`src/rtl/cpu_pkg.sv`:
```
// Shared pipeline-control types: PC mux select codes, sequencer states and
// register-select width.
package cpu_pkg;

    localparam int unsigned REG_SEL_W = 4;

    typedef logic [1:0] pc_sel_t;
    localparam pc_sel_t PC_SEQ    = 2'b00;
    localparam pc_sel_t PC_BRANCH = 2'b01;
    localparam pc_sel_t PC_VECTOR = 2'b10;
    localparam pc_sel_t PC_EPC    = 2'b11;

    typedef logic [1:0] ctrl_state_t;
    localparam ctrl_state_t RUN    = 2'd0;
    localparam ctrl_state_t DRAIN  = 2'd1;
    localparam ctrl_state_t VECTOR = 2'd2;
    localparam ctrl_state_t ISR    = 2'd3;

endpackage

```
`src/rtl/hazard_detect.sv`:
```
// Load-use hazard compare between a pending load in execute and the
// operands read by the instruction in decode. Purely combinational.
module hazard_detect
    import cpu_pkg::*;
(
    input  logic                 ex_mem_rd,
    input  logic [REG_SEL_W-1:0] ex_reg_dst,
    input  logic                 id_valid,
    input  logic [REG_SEL_W-1:0] id_rs1,
    input  logic [REG_SEL_W-1:0] id_rs2,
    input  logic                 id_uses_rs1,
    input  logic                 id_uses_rs2,
    output logic                 load_use
);

    logic rs1_hit;
    logic rs2_hit;

    assign rs1_hit  = id_uses_rs1 & (id_rs1 == ex_reg_dst);
    assign rs2_hit  = id_uses_rs2 & (id_rs2 == ex_reg_dst);
    assign load_use = ex_mem_rd & id_valid & (rs1_hit | rs2_hit);

endmodule

```
`src/rtl/pipeline_ctrl.sv`:
```
// Hazard and interrupt sequencer: advance/stall/flush decisions, next-PC
// source select, and the interrupt entry (drain, vector) and return sequence.
module pipeline_ctrl
    import cpu_pkg::*;
#(
    parameter int unsigned DRAIN_CYCLES = 3,
    parameter logic [31:0] INT_VECTOR   = 32'h0000_0004,
    parameter int unsigned CNT_W        = 16
) (
    input  logic                 clk,
    input  logic                 rst,
    input  logic                 id_valid,
    input  logic [REG_SEL_W-1:0] id_rs1,
    input  logic [REG_SEL_W-1:0] id_rs2,
    input  logic                 id_uses_rs1,
    input  logic                 id_uses_rs2,
    input  logic                 id_branch,
    input  logic                 id_returni,
    input  logic [31:0]          id_pc_plus_4,
    input  logic                 ex_mem_rd,
    input  logic [REG_SEL_W-1:0] ex_reg_dst,
    input  logic                 mem_busy,
    input  logic                 int_req,
    output logic                 pc_stall,
    output logic                 if_id_stall,
    output logic                 if_id_flush,
    output logic                 id_ex_flush,
    output logic [1:0]           pc_sel,
    output logic [31:0]          epc,
    output logic                 int_ack,
    output logic                 in_isr,
    output logic [CNT_W-1:0]     stall_count
);

    localparam int unsigned         DRAIN_W    = 4;
    localparam logic [DRAIN_W-1:0] DRAIN_LOAD = DRAIN_W'(DRAIN_CYCLES - 1);

    // The vector address itself is muxed in fetch; only its alignment matters here.
    if (DRAIN_CYCLES < 1 || DRAIN_CYCLES > 15 || INT_VECTOR[1:0] != 2'b00) begin : g_param_check
        $error("pipeline_ctrl: DRAIN_CYCLES out of 1..15 or INT_VECTOR not word aligned");
    end

    ctrl_state_t        state_q, state_d;
    logic [DRAIN_W-1:0] drain_q, drain_d;
    logic [31:0]        epc_q;
    logic [CNT_W-1:0]   stall_count_q;
    logic               epc_load;
    logic               load_use;

    hazard_detect u_hazard_detect (
        .ex_mem_rd   (ex_mem_rd),
        .ex_reg_dst  (ex_reg_dst),
        .id_valid    (id_valid),
        .id_rs1      (id_rs1),
        .id_rs2      (id_rs2),
        .id_uses_rs1 (id_uses_rs1),
        .id_uses_rs2 (id_uses_rs2),
        .load_use    (load_use)
    );

    always_comb begin
        state_d     = state_q;
        drain_d     = drain_q;
        epc_load    = 1'b0;
        pc_stall    = 1'b0;
        if_id_stall = 1'b0;
        if_id_flush = 1'b0;
        id_ex_flush = 1'b0;
        pc_sel      = PC_SEQ;
        int_ack     = 1'b0;

        if (rst) begin
            // outputs held at zero while reset is asserted
        end else if (mem_busy) begin
            pc_stall    = 1'b1;
            if_id_stall = 1'b1;
        end else if (load_use) begin
            pc_stall    = 1'b1;
            if_id_stall = 1'b1;
            id_ex_flush = 1'b1;
        end else begin
            case (state_q)
                RUN: begin
                    // Entry squashes decode; it re-executes from epc after return.
                    if (int_req && id_valid) begin
                        pc_stall    = 1'b1;
                        if_id_flush = 1'b1;
                        id_ex_flush = 1'b1;
                        epc_load    = 1'b1;
                        drain_d     = DRAIN_LOAD;
                        state_d     = DRAIN;
                    end else if (id_branch && id_valid) begin
                        pc_sel      = PC_BRANCH;
                        if_id_flush = 1'b1;
                    end
                end
                DRAIN: begin
                    pc_stall    = 1'b1;
                    if_id_flush = 1'b1;
                    id_ex_flush = 1'b1;
                    if (drain_q == '0) begin
                        state_d = VECTOR;
                    end else begin
                        drain_d = drain_q - DRAIN_W'(1);
                    end
                end
                VECTOR: begin
                    pc_sel      = PC_VECTOR;
                    int_ack     = 1'b1;
                    if_id_flush = 1'b1;
                    state_d     = ISR;
                end
                ISR: begin
                    if (id_returni && id_valid) begin
                        pc_sel      = PC_EPC;
                        if_id_flush = 1'b1;
                        state_d     = RUN;
                    end else if (id_branch && id_valid) begin
                        pc_sel      = PC_BRANCH;
                        if_id_flush = 1'b1;
                    end
                end
                default: state_d = RUN;
            endcase
        end
    end

    always_ff @(posedge clk or posedge rst) begin
        if (rst) begin
            state_q       <= RUN;
            drain_q       <= '0;
            epc_q         <= '0;
            stall_count_q <= '0;
        end else begin
            state_q <= state_d;
            drain_q <= drain_d;
            if (epc_load) begin
                epc_q <= id_pc_plus_4 - 32'd4;
            end
            if (pc_stall && (stall_count_q != '1)) begin
                stall_count_q <= stall_count_q + CNT_W'(1);
            end
        end
    end

    assign epc         = epc_q;
    assign in_isr      = (state_q == ISR);
    assign stall_count = stall_count_q;

endmodule

```
`config.mk`:
```
export PLATFORM = sky130hd
export DESIGN_NAME = pipeline_ctrl
export DESIGN_NICKNAME = d
export VERILOG_FILES = /design/src/rtl/cpu_pkg.sv /design/src/rtl/hazard_detect.sv /design/src/rtl/pipeline_ctrl.sv
export SDC_FILE = /design/constraint.sdc
export NUM_CORES = 1
export LEC_CHECK = 0
export CAP_MARGIN = 10
export CORE_MARGIN = 2
export CORE_UTILIZATION = 45
export CTS_CLUSTER_DIAMETER = 50
export DETAILED_ROUTE_END_ITERATION = 10
export PLACE_DENSITY = 0.89
export SYNTH_ARGS = -nofsm -noshare
export SYNTH_HDL_FRONTEND = slang
export SYNTH_SLANG_ARGS = --single-unit
```
`constraint.sdc`:
```
create_clock -name clk -period 4.44 [get_ports clk]
set_input_delay 0.444 -clock clk [delete_from_list [all_inputs] [get_ports clk]]
set_output_delay 0.444 -clock clk [all_outputs]
set_load 0.01 [all_outputs]
```
==> reports/metrics.yaml, run 1 <==
synth:
  synth_top_family_by_area: "simple AND/OR/NAND/NOR gates"
  syn_area_per_cell_um2: 9.29
  synth_xor_xnor_area_share: 0.133
  synth.largest_area_cell: "dfrtp_1"
  ys_seq_area_frac: 0.429
  syn_nets: 402
  synth-simple-area-share: 0.253
  mappedNetlistArea_um2: 3150
  yosys-top-cells-area: "dfrtp_1 43%, xnor2_1 8.9%, nand2_1 6.0%"
  ys_ff_latch: 54
  async_reset_ff_frac: 1.00
  synthDominantCellAreaShare: 0.429
  synth_cells: 339
  synth_edf_count: 0
  ys.flop_type: "dfrtp_1"
  synth-adder-area-share: 0.0357
  synth_mux_area_frac: 0.0207
  yosysUniqueCellTypes: 51
  synth_compound_area_frac: 0.101
  ys_warn_count: 0
placed_design:
  place_area_um2: 4330
  dp_hpwl_um: 5790
  numPortBuffers: 109
  gp_congestion: 0.836
  dpl.cell_count: 536
die:
  die_area_um2: 7690
  die_w_um: 87.7
  die_y_um: 87.7
  core_area_um2: 6790
  row_count: 30
  initial_core_util: 0.464
  pin_count: 110
timing:
  worst_pin_slew_ps: 761
  maxSlewHeadroom: 0.491
  timing.setup.tns_ps: 0
  final_max_slew_viol_count: 0
  rsz0062_at_grt: "false"
  hold_violations: 0
  final.min_clock_period_ps: 3170
  finalSetupViolations: 0
  timing.fmax_mhz: 316
  fin_worst_skew_ps: 15.2
  fin_crit_sh: 0.713
final_layout:
  area_growth_pct: 40.9
  layout_common_cells: "109 x clkdlybuf4s50_1, 54 x dfrtp_1, 50 x nand2_1"
  mostFrequentLayoutCell: "clkdlybuf4s50_1"
  drive_gt1_frac: 0.0558
  diodes: 0
  nets: 510
  fin_area_um2: 4440
  post-route-util: 0.654
  finalNonFillerCells: 544
power_and_ir_drop:
  p_int_mw: 1.37
  ir_drop_mv: 0.271
  finalPower_mw: 2.09
  seqPwrFrac: 0.393
  power.density_nw_per_um2: 470
  pwr-share-clk: 0.158
  power.leakage_nw: 1.80
  p_sw_frac: 0.341
  p_switching_uw: 712
  combPwrFrac: 0.449
routing:
  drt_iter0_markers: 122
  vias_per_cell: 5.20
  wl_per_cell_um: 13.6
  dr.pass1.iters: 5
  ant_nets: 0
  wirelength_um: 7380
  routed-via-count: 2830
  drc: 0
clocking:
  clkSinkCount: 54
  cts_root_buf: "clkbuf_8"
  clk_latency_ps: 320
  clkTransAtPathRegs_ps: 90
  cts_tree: "done"
  cts_hold_buf: 0
  htree_levels: 2
  post_cts_resized: 0
  cts_buffers: 5
  postCtsSetupBuffers: 0
  clock_path_buffers: 2
run_status:
  status: "finished, final reports clean"
global_routing:
  grt_first_pass_wirelength_um: 12200
  grt_pass1_vias: 2717
  grt_overflow: 0
  grt_max_degree: 56
  grt_use_total: 0.198
  antenna_found_initial: 0
job:
  drv_cap: 0
worst_setup_path:
  end_kind: "output port"
  path_max_fanout: 7
  cp-startpoint: "ex_reg_dst[0]"
  arrival_ps: 2720
  required_ps: 4000
  crit_path_start_kind: "primary input"
  path_class: "in2out"
  reg2reg_from: "state_q[0]$_DFFE_PP0P_"
hold_path:
  hp-class: "reg2reg"
  hp-start: "stall_count[4]$_DFFE_PP0P_"
logic make-up (layout without fill, tap and decap cells):
group | count (synthesis) | count (layout)
compound gates | 50 | 50
xor+xnor | 48 | 48
flops | 54 | 54
simple gates | 151 | 151
mux | 6 | 6
buf+inv | 21 | 130
fa+ha+maj | 9 | 9
state kept, by name, indices dropped and copies added, names as in the netlist:
signal / cells
epc: 32
stall_count: 16
drain_q: 4
state_q: 2
power groups by stage:
stage	combinational, mW	sequential, mW	clock, mW
global placement	0.913	0.820	0
finish	0.937	0.820	0.329
global route	1.03	0.847	0.355
CTS	0.947	0.820	0.336
floorplan	0.359	0.884	0
detailed placement	0.945	0.827	0
critical path: stages:
cell and delay (ps):
clkdlybuf4s50_1 520, xnor2_1 130, nand4_1 100, or4_1 600, nand3b_2 240, nor2_1 50, and2_1 160, clkdlybuf4s50_1 470
routing by layer:
| layer | vias to the layer above | track usage | wire length, µm |
|---|---|---|---|
| met3 | 13 | 0.0528 | 434 |
| met1 | 1329 | 0.235 | 3130 |
| met5 | - | 0 | 0 |
| li1 | 1401 | - | - |
| met4 | 0 | 0.0587 | 131 |
| met2 | 87 | 0.351 | 3690 |
final timing paths:
check                                         endpoint  slack [ps]  depth (start not counted)
setup / recovery                               int_ack        1270                          8
hold / removal              stall_count[4]$_DFFE_PP0P_         490                          1
setup reg to reg                   epc[23]$_DFFE_PP0P_        1910                          7
hold reg to reg             stall_count[4]$_DFFE_PP0P_         490                          1
max in group asynchronous          epc[31]$_DFFE_PP0P_        2970                          3
min in group asynchronous  stall_count[14]$_DFFE_PP0P_        1010                          3
cells in the mapped netlist (all sizes together), types with 2 or more instances:
cell     n
dfrtp   54
xor2    16
a31oi    2
nand4    9
xnor2   32
or4      3
clkbuf   4
or3      4
nor4     9
nor2    22
a22o     2
ha       9
nand2   51
buf      6
and2     5
a21oi    7
nand3   14
nand2b   4
and3     8
mux2i    2
o21ai   30
mux2     4
nor3    15
inv     11
per-stage QoR:
step / hold WS [ps] / worst slack (ps)
floorplan: 473 / 1740
detailed placement: 466 / 1260
finish: 490 / 1270
global placement: 465 / 1320
global route: 519 / 1140
CTS: 495 / 1260
cell type report:
class	instances	area (µm²)
Clock buffer	6	72.6
Clock inverter	2	37.5
Fill cell	552	2350
Inverter	11	41.3
Multi-Input combinational cell	264	1710
Sequential cell	54	1350
Tap cell	96	120
Timing Repair Buffer	111	1110
No activity file was read; power rests on OpenSTA's default activity.
==> run 2, diff against run 1 <==
==> constraint.sdc (replaced) <==
create_clock -name clk -period 3.2 [get_ports clk]
set_input_delay 0.32 -clock clk [delete_from_list [all_inputs] [get_ports clk]]
set_output_delay 0.32 -clock clk [all_outputs]
set_load 0.01 [all_outputs]
==> run 2 against run 1 <==
Setup slack worse by 1000 ps. Combinational power is 39% higher. Register-to-register slack worse by 1000 ps. Non-clock buffer count is 1 higher. Routed wire length is 0.31% lower. Global-route usage is 0.14 points higher. Cell area is 0.25% lower. Critical endpoint unchanged. Largest power group unchanged.
==> reports/metrics.yaml, run 2 (same netlist as run 1, synthesis figures left out) <==
routing:
  drt_iter0_markers: 160  # +31%
  dr.pass1.iters: 4  # -1
  wl_per_cell_um: 13.5  # -0.49%
  routed-via-count: 2805  # -0.88%
  ant_nets: 0  # unchanged
  wirelength_um: 7360  # -0.31%
  drc: 0  # unchanged
  vias_per_cell: 5.15  # -1.1%
die:
  die_area_um2: 7690  # unchanged
  pin_count: 110  # unchanged
  row_count: 30  # unchanged
  core_area_um2: 6790  # unchanged
  die_y_um: 87.7  # unchanged
  initial_core_util: 0.464  # unchanged
  die_w_um: 87.7  # unchanged
global_routing:
  grt_max_degree: 55  # -1.8%
  grt_pass1_vias: 2669  # -1.8%
  grt_first_pass_wirelength_um: 12200  # +0.63%
  antenna_found_initial: 0  # unchanged
  grt_use_total: 0.199  # +0.00138
  grt_overflow: 0  # unchanged
clocking:
  clock_path_buffers: 2  # unchanged
  cts_tree: "done"
  cts_root_buf: "clkbuf_8"
  post_cts_resized: 0  # unchanged
  postCtsSetupBuffers: 0  # unchanged
  cts_hold_buf: 0  # unchanged
  htree_levels: 2  # unchanged
  clkTransAtPathRegs_ps: 90  # about the same
  clkSinkCount: 54  # unchanged
  cts_buffers: 5  # unchanged
  clk_latency_ps: 300  # -20 ps
power_and_ir_drop:
  pwr-share-clk: 0.138  # -0.020
  combPwrFrac: 0.461  # +0.012
  seqPwrFrac: 0.401  # +0.008
  ir_drop_mv: 0.370  # +37%
  p_sw_frac: 0.346  # +0.00462
  power.leakage_nw: 1.80  # about the same
  p_int_mw: 1.85  # +35%
  power.density_nw_per_um2: 638  # +36%
  p_switching_uw: 978  # +37%
  finalPower_mw: 2.83  # +36%
timing:
  fin_worst_skew_ps: 5.21  # -9.96 ps
  final.min_clock_period_ps: 2920
  rsz0062_at_grt: "false"
  final_max_slew_viol_count: 0  # unchanged
  hold_violations: 0  # unchanged
  maxSlewHeadroom: 0.559  # +0.0680
  timing.fmax_mhz: 342
  timing.setup.tns_ps: 0  # unchanged
  finalSetupViolations: 0  # unchanged
  worst_pin_slew_ps: 661  # -100 ps
  fin_crit_sh: 0.913
worst_setup_path:
  arrival_ps: 2600  # -120 ps
  worst_path_max_delay_cell: "or4_1"
  required_ps: 2880  # -1120 ps
  cpLargestDelayFamily: "simple AND/OR/NAND/NOR gates"
  cp_cell_sequence: "clkdlybuf4s50_1, xnor2_1, nand4_1, or4_1, nand3b_2, nor2_1, and2_1, clkdlybuf4s50_1"
  critPathMaxStageDelay_ps: 600  # about the same
  end_kind: "output port"
  path_max_fanout: 7  # unchanged
  crit_path_start_kind: "primary input"
  crit_top_cell: "clkdlybuf4s50_1"
  path_class: "in2out"
  cp_num_buf_inv: 2  # unchanged
run_status:
  status: "finished, final reports clean"
placed_design:
  gp_congestion: 0.819  # -2.0%
  place_area_um2: 4340  # +0.17%
  numPortBuffers: 109  # unchanged
  dp_hpwl_um: 5860  # +1.1%
  dpl.cell_count: 537  # +0.19%
final_layout:
  drive_gt1_frac: 0.0579  # +0.00210
  largest_reg_flops: 32  # unchanged
  nets: 511  # +0.20%
  layout_common_cells: "109 x clkdlybuf4s50_1, 54 x dfrtp_1, 50 x nand2_1"
  area_growth_pct: 40.6
  finalNonFillerCells: 545  # +0.18%
  post-route-util: 0.652  # -0.00166
  diodes: 0  # unchanged
  mostFrequentLayoutCell: "clkdlybuf4s50_1"
  fin_area_um2: 4430  # -0.25%
hold_path:
  hp-class: "reg2reg"
job:
  drv_cap: 0  # unchanged
==> run 2: cell count changes in the layout (fill, tap and decap cells not counted) <==
cell	change
clkinv_2	+1
clkbuf_8	+1
bufinv_16	-1
buf_4	+1
clkinvlp_4	-1
==> run 2: path summary, 6_finish.rpt <==
path	endpoint	slack, ps	cells after the start	startpoint
worst max-delay path	int_ack	280	8	ex_reg_dst[0]
worst min-delay path	epc[4]$_DFFE_PP0P_	490	2	epc[4]$_DFFE_PP0P_
worst max register to register	stall_count[1]$_DFFE_PP0P_	870	7	state_q[0]$_DFFE_PP0P_
worst min register to register	epc[4]$_DFFE_PP0P_	490	2	epc[4]$_DFFE_PP0P_
max in group asynchronous	epc[20]$_DFFE_PP0P_	1820	3	rst
min in group asynchronous	drain_q[3]$_DFFE_PP0P_	960	3	rst
==> run 2: tightest hold or removal path, delay by kind of cell (launching register included) <==
family	cells	cell delay (ps)
simple gates	1	40
flops	1	350
compound gates	1	60
==> run 2: through the flow <==
step	hold WS (ps)	setup slack, ps
global route	512	173
global placement	461	329
finish	486	278
CTS	491	258
detailed placement	470	264
floorplan	430	619
==> run 2: routing by layer <==
layer / routed length [µm] / share of wire / track usage / up-vias
met3: 464 / 0.063 / 0.0575 / 7
met4: 56 / 0.0076 / 0.0448 / 0
met5: 0 / 0 / 0 / -
met2: 3730 / 0.51 / 0.353 / 81
li1: - / - / - / 1395
met1: 3110 / 0.42 / 0.241 / 1322
==> run 2: final cells by class <==
cell class / count / area, µm²
tap: 96 / 120
clock buffer: 7 / 86.3
fill: 555 / 2360
sequential: 54 / 1350
multi-input combinational: 264 / 1710
timing repair buffer: 112 / 1110
inverter: 11 / 41.3
clock inverter: 1 / 5.00
==> run 2: power by group through the flow <==
stage | Sequential (mW) | Clock [mW] | Combinational [mW]
finish | 1.13 | 0.390 | 1.30
global route | 1.17 | 0.427 | 1.44
CTS | 1.14 | 0.395 | 1.32
detailed placement | 1.15 | 0 | 1.32
global placement | 1.13 | 0 | 1.27
floorplan | 1.23 | 0 | 0.499
==> run 3, diff against run 2 <==
--- a/config.mk
+++ b/config.mk
@@ -6,9 +6,10 @@
 export NUM_CORES = 1
 export LEC_CHECK = 0
 export CAP_MARGIN = 10
-export CORE_MARGIN = 2
+export CORE_MARGIN = 4
 export CORE_UTILIZATION = 45
 export CTS_CLUSTER_DIAMETER = 50
+export CTS_CLUSTER_SIZE = 20
 export DETAILED_ROUTE_END_ITERATION = 10
 export PLACE_DENSITY = 0.89
 export SYNTH_ARGS = -nofsm -noshare
==> constraint.sdc (replaced) <==
create_clock -name clk -period 3.5 [get_ports clk]
set_input_delay 0.35 -clock clk [delete_from_list [all_inputs] [get_ports clk]]
set_output_delay 0.35 -clock clk [all_outputs]
set_load 0.01 [all_outputs]
==> run 3 against run 2 <==
Worst hold slack barely moved. Global-route usage fell by 2.2 points. Clock power rose by 5.1%. Combinational power fell by 8%. Routed wire length rose by 0.90%. Count of clock-buffer cells in the layout fell by 1. Die area rose by 9.3%. Cell area rose by 0.54%. Sequential power fell by 8%. Sequential share of layout area fell by 0.16 points. Power fell by 6.4%. Critical path type unchanged. Highest routed layer unchanged.
==> reports/metrics.yaml, run 3 (same netlist as run 1, synthesis figures left out) <==
global_routing:
  grt_use_total: 0.177  # -0.0223
  grt_overflow: 0  # unchanged
  grt_first_pass_wirelength_um: 12300  # +0.62%
  antenna_found_initial: 0  # unchanged
  grt_pass1_vias: 2796  # +4.8%
  grt_max_degree: 55  # unchanged
timing:
  timing.setup.tns_ps: 0  # unchanged
  worst_pin_slew_ps: 671  # +9.84 ps
  fin_crit_sh: 0.851
  fin_worst_skew_ps: 6.94  # +1.73 ps
  hold_violations: 0  # unchanged
  final_max_slew_viol_count: 0  # unchanged
  whs_ps: 485  # -0.452 ps
  maxSlewHeadroom: 0.553  # -0.00656
  rsz0062_at_grt: "false"
  final.min_clock_period_ps: 2980
  finalSetupViolations: 0  # unchanged
  timing.fmax_mhz: 336
die:
  initial_core_util: 0.464  # unchanged
  die_area_um2: 8400  # +9.3%
  core_area_um2: 6790  # unchanged
  pin_count: 110  # unchanged
  die_w_um: 91.7  # +4.6%
  row_count: 30  # unchanged
  die_y_um: 91.7  # +4.6%
placed_design:
  numPortBuffers: 109  # unchanged
  gp_congestion: 0.860  # +4.9%
  dp_hpwl_um: 6000  # +2.4%
clocking:
  clkSinkCount: 54  # unchanged
  clock_path_buffers: 2  # unchanged
  cts_tree: "done"
  clkTransAtPathRegs_ps: 90  # about the same
  post_cts_resized: 0  # unchanged
  cts_hold_buf: 0  # unchanged
  clk_latency_ps: 300  # about the same
  cts_buffers: 5  # unchanged
  cts_root_buf: "clkbuf_8"
  htree_levels: 2  # unchanged
  postCtsSetupBuffers: 0  # unchanged
worst_setup_path:
  cpLargestDelayFamily: "simple AND/OR/NAND/NOR gates"
  worst_path_max_delay_cell: "or4_1"
  required_ps: 3150  # +270 ps
  cp_num_buf_inv: 2  # unchanged
  cp_cell_sequence: "clkdlybuf4s50_1, xnor2_1, nand4_1, or4_1, nand3b_2, nor2_1, and2_1, clkdlybuf4s50_1"
  path_max_fanout: 7  # unchanged
  crit_top_cell: "clkdlybuf4s50_1"
  crit_path_start_kind: "primary input"
  path_class: "in2out"
  end_kind: "output port"
  critPathMaxStageDelay_ps: 610  # about the same
  arrival_ps: 2630  # +30 ps
hold_path:
  hp-class: "reg2reg"
final_layout:
  area_growth_pct: 41.3
  mostFrequentLayoutCell: "clkdlybuf4s50_1"
  drive_gt1_frac: 0.0558  # -0.00210
  layout_common_cells: "109 x clkdlybuf4s50_1, 54 x dfrtp_1, 50 x nand2_1"
  fillers: 574  # +3.4%
  largest_reg_flops: 32  # unchanged
  diodes: 0  # unchanged
  nets: 510  # -0.20%
job:
  drv_cap: 0  # unchanged
routing:
  dr.pass1.iters: 4  # unchanged
  routed-via-count: 2776  # -1.0%
  drc: 0  # unchanged
  wl_per_cell_um: 13.7  # +1.1%
  vias_per_cell: 5.10  # -0.85%
  drt_iter0_markers: 113  # -29%
  ant_nets: 0  # unchanged
  wirelength_um: 7430  # +0.90%
power_and_ir_drop:
  ir_drop_mv: 0.327  # -12%
  power.density_nw_per_um2: 594  # -6.9%
  power.leakage_nw: 1.81  # +0.30%
run_status:
  status: "finished, final reports clean"
==> run 3: cell count changes in the layout (fill, tap and decap cells not counted), sizes merged <==
cell / before / now
clkinvlp: 0 / 1
clkbuf: 7 / 6
bufinv: 0 / 1
buf: 3 / 2
clkinv: 1 / 0
==> run 3: metrics by stage <==
step	setup slack [ps]	utilization	cells	power, mW	cell area [µm²]
after global routing	418	0.655	544	2.83	4450
after CTS	513	0.655	544	2.68	4450
final	520	0.655	544	2.64	4450
after detailed placement	515	0.639	536	2.26	4340
after floorplan	889	-	339	1.58	3150
after global placement	565	0.639	536	2.21	4340
==> run 3: path summary, 6_finish.rpt <==
kind,slack [ps],from,cells after the start,end
worst max register to register,1130,state_q[0]$_DFFE_PP0P_,7,stall_count[1]$_DFFE_PP0P_
max in group asynchronous,2080,rst,3,epc[31]$_DFFE_PP0P_
worst min-delay path,490,epc[31]$_DFFE_PP0P_,2,epc[31]$_DFFE_PP0P_
min in group asynchronous,970,rst,3,drain_q[3]$_DFFE_PP0P_
worst max-delay path,520,ex_reg_dst[2],8,int_ack
worst min register to register,490,epc[31]$_DFFE_PP0P_,2,epc[31]$_DFFE_PP0P_
==> run 3: report_power, final <==
group          switching [mW]  leakage (nW)  internal (mW)
registers               0.173         0.690          0.865
logic                   0.530          1.07          0.666
clock network           0.196        0.0514          0.214
==> run 3: area by class of cell <==
class                      count  area [µm²]  area share
timing repair buffer         111        1120       0.251
multi-input combinational    264        1710       0.384
sequential                    54        1350       0.303
clock inverter                 2        37.5     0.00843
inverter                      11        41.3     0.00927
tap                           96         120      0.0270
clock buffer                   6        72.6      0.0163
==> run 3: per-layer routing <==
metal  vias up  global-route usage  share of wire
li1       1404                   -              -
met1      1300               0.202           0.42
met2        63               0.323           0.51
met3         9              0.0525          0.060
met4         0              0.0427          0.010
met5         -                   0              0
==> run 3: worst min-delay path, stage by stage (launching register included) <==
cell,delay (ps)
dfrtp_1,350
nand2_1,60
o21ai_2,50
